==> src/rtl/rv_core_pkg.sv <==
// Shared core definitions: data width, register count, register index type
// and the writeback grant encoding used by the round-robin arbiter.
package rv_core_pkg;

   localparam int XLEN = 64;
   localparam int NREG = 32;

   typedef logic [4:0] reg_idx_t;

   typedef enum logic {
      GNT_ALU = 1'b0,
      GNT_LSU = 1'b1
   } grant_e;

endpackage

==> src/rtl/rr_arb2.sv <==
// Two-way round-robin arbiter. req[0]/gnt[0] belong to the ALU, req[1]/gnt[1]
// to the load unit. A lone requester is always granted; on contention the
// requester that did not win the most recent grant goes first. Every grant is
// an acceptance, so the last-grant state follows gnt directly.
module rr_arb2
   import rv_core_pkg::*;
(
   input  logic       clk,
   input  logic       reset,
   input  logic [1:0] req,
   output logic [1:0] gnt
);

   grant_e last_grant;

   // Grant selection; nothing is granted while reset is held.
   always_comb begin
      gnt = 2'b00;
      if (!reset) begin
         case (req)
            2'b01:   gnt = 2'b01;
            2'b10:   gnt = 2'b10;
            2'b11:   gnt = (last_grant == GNT_LSU) ? 2'b01 : 2'b10;
            default: gnt = 2'b00;
         endcase
      end
   end

   // Remember the winner; after reset the LSU counts as last, so the ALU wins first.
   always_ff @(posedge clk) begin
      if (reset) begin
         last_grant <= GNT_LSU;
      end else if (gnt[0]) begin
         last_grant <= GNT_ALU;
      end else if (gnt[1]) begin
         last_grant <= GNT_LSU;
      end
   end

endmodule

==> src/rtl/regfile_wb_arbiter.sv <==
// Register-file writeback arbiter with destination scoreboard.
// Merges ALU and load-unit writebacks onto one registered register-file write
// port, and tracks which registers have a writeback pending so the issue
// stage can detect operand hazards.
// Optional feature: define RF_WB_FWD_EN to add forwarding outputs that expose
// the registered write as a bypass source for rs1/rs2.
module regfile_wb_arbiter #(
   parameter int XLEN = rv_core_pkg::XLEN,
   parameter int NREG = rv_core_pkg::NREG
) (
   input  logic            clk,
   input  logic            reset,
   input  logic            alu_valid,
   input  logic [4:0]      alu_rd,
   input  logic [XLEN-1:0] alu_data,
   output logic            alu_ready,
   input  logic            lsu_valid,
   input  logic [4:0]      lsu_rd,
   input  logic [XLEN-1:0] lsu_data,
   output logic            lsu_ready,
   output logic            rf_we,
   output logic [4:0]      rf_rd,
   output logic [XLEN-1:0] rf_wdata,
   input  logic            issue_valid,
   input  logic [4:0]      issue_rd,
   input  logic [4:0]      rs1,
   input  logic [4:0]      rs2,
   output logic            hazard
`ifdef RF_WB_FWD_EN
   ,
   output logic            fwd1_valid,
   output logic [XLEN-1:0] fwd1_data,
   output logic            fwd2_valid,
   output logic [XLEN-1:0] fwd2_data
`endif
);

   import rv_core_pkg::*;

   logic [1:0]      gnt;
   logic            accept;
   reg_idx_t        acc_rd;
   logic [XLEN-1:0] acc_data;
   logic [NREG-1:0] busy;
   logic [NREG-1:0] busy_next;

   rr_arb2 u_arb (
      .clk   (clk),
      .reset (reset),
      .req   ({lsu_valid, alu_valid}),
      .gnt   (gnt)
   );

   assign alu_ready = gnt[0];
   assign lsu_ready = gnt[1];
   assign accept    = |gnt;

   // Route the winning requester's destination and data toward the write port.
   always_comb begin
      acc_rd   = alu_rd;
      acc_data = alu_data;
      if (gnt[1]) begin
         acc_rd   = lsu_rd;
         acc_data = lsu_data;
      end
   end

   // Register the accepted write; writes to x0 are consumed but never enabled.
   always_ff @(posedge clk) begin
      if (reset) begin
         rf_we    <= 1'b0;
         rf_rd    <= '0;
         rf_wdata <= '0;
      end else if (accept) begin
         rf_we    <= (acc_rd != 5'd0);
         rf_rd    <= acc_rd;
         rf_wdata <= acc_data;
      end else begin
         rf_we    <= 1'b0;
      end
   end

   // Scoreboard update: an accepted writeback clears its register, a new
   // reservation sets it, and the reservation is applied last so it wins.
   always_comb begin
      busy_next = busy;
      if (accept) begin
         busy_next[acc_rd] = 1'b0;
      end
      if (issue_valid && (issue_rd != 5'd0)) begin
         busy_next[issue_rd] = 1'b1;
      end
      busy_next[0] = 1'b0;
   end

   // Scoreboard state; x0 can never become busy.
   always_ff @(posedge clk) begin
      if (reset) begin
         busy <= '0;
      end else begin
         busy <= busy_next;
      end
   end

   // Hazard looks only at the registered scoreboard, so a clear in this cycle
   // is not visible until the next one.
   always_comb begin
      hazard = busy[rs1] | busy[rs2] |
               (issue_valid & (issue_rd != 5'd0) & busy[issue_rd]);
   end

`ifdef RF_WB_FWD_EN
   // Bypass the registered write to whichever source operand names it.
   always_comb begin
      fwd1_valid = rf_we & (rf_rd == rs1) & (rs1 != 5'd0);
      fwd2_valid = rf_we & (rf_rd == rs2) & (rs2 != 5'd0);
      fwd1_data  = rf_wdata;
      fwd2_data  = rf_wdata;
   end
`endif

endmodule
==> config.mk <==
export PLATFORM = sky130hd
export DESIGN_NAME = regfile_wb_arbiter
export DESIGN_NICKNAME = d
export VERILOG_FILES = /design/src/rtl/rv_core_pkg.sv /design/src/rtl/rr_arb2.sv /design/src/rtl/regfile_wb_arbiter.sv
export SDC_FILE = /design/constraint.sdc
export NUM_CORES = 1
export LEC_CHECK = 0
export CORE_MARGIN = 2
export CORE_UTILIZATION = 30
export DETAILED_ROUTE_END_ITERATION = 7
export HOLD_SLACK_MARGIN = 0.12
export SYNTH_ARGS = -nofsm -noshare
export SYNTH_HDL_FRONTEND = slang
export SYNTH_SLANG_ARGS = --single-unit
==> constraint.sdc <==
create_clock -name clk -period 2.9 [get_ports clk]
set_input_delay 0.435 -clock clk [delete_from_list [all_inputs] [get_ports clk]]
set_output_delay 0.435 -clock clk [all_outputs]
set_load 0.03 [all_outputs]
# --- Yosys cells after proc, flatten, opt, wreduce, memory -nomap -nowiden ---
# Cells that the tools add are included.
totals:
  ff_bits: 103
  latch_bits: 0
  mem_bits_rw: 0
  romBits: 0
  inputBits: 158
  output_inout_bits: 73
  elab_cells: 50
  memories: 0
op_classes:
  add_sub_neg: 0
  n_mul: 0
  n_div: 0
  n_lt_le_gt_ge: 6
  eq_ne: 3
  shifts: 0
  n_mux: 19
  bitwise_logic: 8
  n_reduce_logical: 8
op_table:
  columns: ["operator", "n"]
  rows:
  - ["2-to-1 mux 32 bit", 2]
  - ["2-to-1 mux 64 bit", 1]
  - ["AND 32 bit", 1]
  - ["NOT 32 bit", 1]
  - ["OR 32 bit", 1]
  - ["< comparator 5 x 6 -> 1 bit (second input constant)", 4]
  - ["binary-select mux 1 bit (select 5 bit)", 3]
  - ["demux 1 bit (select 5 bit)", 2]
  - [">= comparator 5 x 1 -> 1 bit (second input constant)", 2]
  - ["nonzero test 5 bit", 2]
  - ["2-to-1 mux 1 bit", 7]
  - ["case mux 2 bit (3 select lines)", 1]
  - ["2-to-1 mux 5 bit", 1]
  - ["equality test 2 bit (second input constant)", 2]
  - ["2-to-1 mux 2 bit", 2]
  - ["OR reduction 2 bit", 2]
  - ["logical AND 1 bit", 3]
  - ["AND 1 bit", 2]
  - ["equality test 2 x 1 -> 1 bit (second input constant)", 1]
  - ["OR 1 bit", 2]
  - ["nonzero test 2 bit", 1]
  - ["NOT 1 bit", 1]

# --- Depth between registers and ports, before layout ---
logic_depth:
  depth_word: 13
  mapped_depth: 8
  mapped_depth_nobuf: 6

# --- Modules after synthesis ---
# From an unflattened synthesis, not the netlist that was laid out.
unflattened:
  hier_cells: 633
  hier_area_um2: 5342.6
modules_own_cells:
  columns: ["module", "n_inst", "cells_each", "area_each_um2", "seq_area_each_um2"]
  rows:
  - ["regfile_wb_arbiter", 1, 626, 5285.1, 2021.9]
  - ["rr_arb2", 1, 7, 57.6, 20.0]

# --- Worst setup path after synthesis ---
# No wires, ideal clock.
synth_path:
  path_kind: "input to output"
  start: "input port rs1[0]"
  end: "output port hazard"
  arrival_time_ns: 2.098
  t_required_ns: 2.465
  path_slack_ns: 0.367
  path_stages: 6
  n_path_buf: 1
  cell_sequence: "clkbuf_1 > mux4_2 > nor2_1 > a311oi_1 > a2111oi_0 > o2111ai_1"
synth_between:
  elab_chain_cells: 4
synth_lines:
  columns: ["item", "line_no", "text"]
  rows:
  - ["start, declared", "regfile_wb_arbiter.sv:26", "input logic [4:0] rs1,"]
  - ["binary-select mux 1 bit (select 5 bit)", "regfile_wb_arbiter.sv:108", "hazard = busy[rs1] | busy[rs2] |"]
  - ["2-to-1 mux 1 bit (implied by the code)", "regfile_wb_arbiter.sv:108", null]
  - ["OR 1 bit (2 in a row)", "regfile_wb_arbiter.sv:108", null]
  - ["end, declared", "regfile_wb_arbiter.sv:28", "output logic hazard"]
# No other way between the ends. The select of a mux whose other input is x is not followed.

# --- Worst setup path in the final report ---
layout_path:
  start: "register busy[21]"
  end: "output port hazard"
layout_between:
  elab_chain_cells: 4
  word_cells_on_any_way: 9
  classes_between: "mux: 6; bitwise: 3"
layout_lines:
  columns: ["item", "line_no", "text"]
  rows:
  - ["start, declared", "regfile_wb_arbiter.sv:44", "logic [NREG-1:0] busy;"]
  - ["start signal, assigned", "regfile_wb_arbiter.sv:101", "busy <= busy_next;"]
  - ["binary-select mux 1 bit (select 5 bit) (on tied branches)", "regfile_wb_arbiter.sv:108, regfile_wb_arbiter.sv:109", null]
  - ["2-to-1 mux 1 bit (on tied branches)", "regfile_wb_arbiter.sv:108, regfile_wb_arbiter.sv:109", null]
  - ["OR 1 bit / AND 1 bit (equally long branches)", "regfile_wb_arbiter.sv:108, regfile_wb_arbiter.sv:109", null]
  - ["OR 1 bit (*)", "regfile_wb_arbiter.sv:108", null]
# Mark *: on every way between the ends. The rest lies on a longest branch, timed or not. The select of a mux whose other input is x is not followed.

==> results.ini <==
[synth]
async_flop_share=0
yosys_warnings=0
yosysTopAreaCell=dfxtp_1
yosys-top-cells-area=dfxtp_1 41%, a222oi_1 10%, nor2_1 6.2%
synth-edff-count=0
postSynthCellCount=558
synth_seq_cells=102
synth.cells.most_frequent=102 x dfxtp_1, 83 x nor2_1, 74 x nand2_1
syn_nets=716
yosysSeqAreaShare=0.406
ys.flop_type=dfxtp_1
netlist_area_um2=5030
yosysTopAreaCellShare=0.406
synth_most_common_cell=dfxtp_1
syn_avg_cell_area_um2=9.02
synth_cell_types=52

[hold_path]
min_path_cells=2
hp-class=input pin to register

[die]
dieArea_um2=17800
die_x_um=134
initial_utilization=0.306
core-area_um2=16500
ioPinCount=231
row_count=47
dieHeight_um=134

[finish]
final_util=0.490
drive_above_1_share=0.129
syn2layout_area_growth_pct=60.3
finalNetCount=951
n_antenna_cell=0
stdcell_area_um2=8070
fill_cells=1532

[pwr]
p_total_mw=3.64
vdd_ir_drop_max_uv=293
leakage_nw=2.96
power.density_nw_per_um2=451

[clocking]
cts.sinks=102
h-tree-depth=3
cts_hold_buf=0
cts_buffers=9
cts_buffer_depth=2
cts_tree=done
insertion_delay_ps=360
clk_pin_slew_ps=70
cts_root_buf=clkbuf_16

[place]
dpl_worst_slack_ps=-746
place.gp.congestion=0.946
placed_area_um2=7750
post-dp-hpwl_mm=15.1
port_buffers=230

[critical_path]
rr_worst_depth=6
arrival_ps=2260
startpoint_type=register
required_ps=2470
crit_type=register to output pin
critPathMaxFanout=4
end_kind=output pin

[global_route]
grt_max_degree=70
grt_pass1_wl_mm=30.9
track_usage=0.224
overflow=0
first_global_vias=5640
antenna_found_initial=2

[route]
ant_nets=0
viasPerCell=5.61
dr.first_iter.drc_count=553
dr.pass1.iters=8
vias=5707
drc=7
detail_route.wl_per_cell_um=19.9
routed_wl_mm=20.2

[timing]
worst_pin_slew_ps=770
finalWorstPathRequiredPeriod_ps=2700
finalHoldViolCount=0
fmax_mhz=370
setup_ws_ps=200
setup_viol=0
fin_worst_skew_ps=4.89
final.setup.tns_ps=0
rsz0062_at_grt=no
timing.final.crit_share=0.931
relSlewSlack=0.487
final_max_slew_viol_count=0

[flow_run]
drv_cap=0

[outcome]
outcome=finished with violations
violations=design-rule violations

==> metrics by stage <==
step | hold slack (ps) | instances
2_1_floorplan | 463 | 558
3_3_place_gp | 480 | 1002
3_5_place_dp | 486 | 1002
4_1_cts | 493 | 1018
5_1_grt | 504 | 1018
6_report | 490 | 1018
==> area by class of cell <==
type	instances	area [um2]	share of cell area
Clock buffer	10	239	0.0296
Clock inverter	6	53.8	0.00666
Inverter	4	17.5	0.00217
Multi-Input combinational cell	397	2770	0.343
Sequential cell	102	2040	0.253
Tap cell	220	275	0.0341
Timing Repair Buffer	279	2680	0.332
==> report_power, final <==
group	internal [mW]	switching, mW
sequential	1.47	0.0442
clock	0.620	0.586
combinational	0.455	0.461
==> layer usage <==
| layer | GRT usage | share of wire | up-vias |
|---|---|---|---|
| met1 | 0.264 | 0.38 | 2757 |
| met4 | 0.0839 | 0.024 | 4 |
| li1 | - | - | 2615 |
| met2 | 0.379 | 0.50 | 296 |
| met3 | 0.0723 | 0.096 | 35 |
| met5 | 0 | 0.0013 | - |
==> critical path: stages, from the launching register on <==
cell	delay, ps
dfxtp_1	390
mux4_1	560
a221oi_2	310
a21oi_1	90
a221oi_2	220
o2111ai_1	140
buf_4	200
==> cells in the final DEF (no fill, tap or decap), types with 3 or more instances in the layout <==
master and n:
clkdlybuf4s50_1 220, dfxtp_1 102, nor2_1 82, nand2_1 74
a222oi_1 51, buf_4 50, a21oi_1 41, o31ai_1 31
a311oi_1 19, mux4_2 11, clkbuf_16 9, nand2b_1 8
mux2_2 8, nor2b_1 7, mux4_1 5, nor3_1 5
mux2i_1 5, a211oi_1 5, nor4b_1 4, inv_1 3
a221oi_2 3, o21ai_0 3, o211ai_1 3, o21ai_1 3
clkinv_4 3, dlymetal6s2s_1 3
==> what timing repair did <==
action	in CTS	in global routing
resized for setup	13	8
pin swaps	1	5
endpoints found under the setup margin	1	1
buffers inserted	0	0
endpoints found under the hold margin	0	0
==> registers in the layout, indices dropped and copies added (netlist names) <==
signal and count:
u_arb.last_grant 1, rf_wdata 64, busy 31, rf_rd 5, rf_we 1
==> worst paths after layout <==
check	slack (ps)	from	end
max	200	busy[21]	hazard
min	490	reset	busy[13]
max reg2reg	1080	u_arb.last_grant	busy[17]
min reg2reg	500	rf_wdata[11]	rf_wdata[11]
==> cells by family after synthesis <==
family,synth area share
flip-flops,0.406
buffers and inverters,0.0509
multiplexers,0.111
AND/OR/NAND/NOR,0.166
AO/OA/AOI/OAI,0.267
Power figures use the tool's default switching activity.
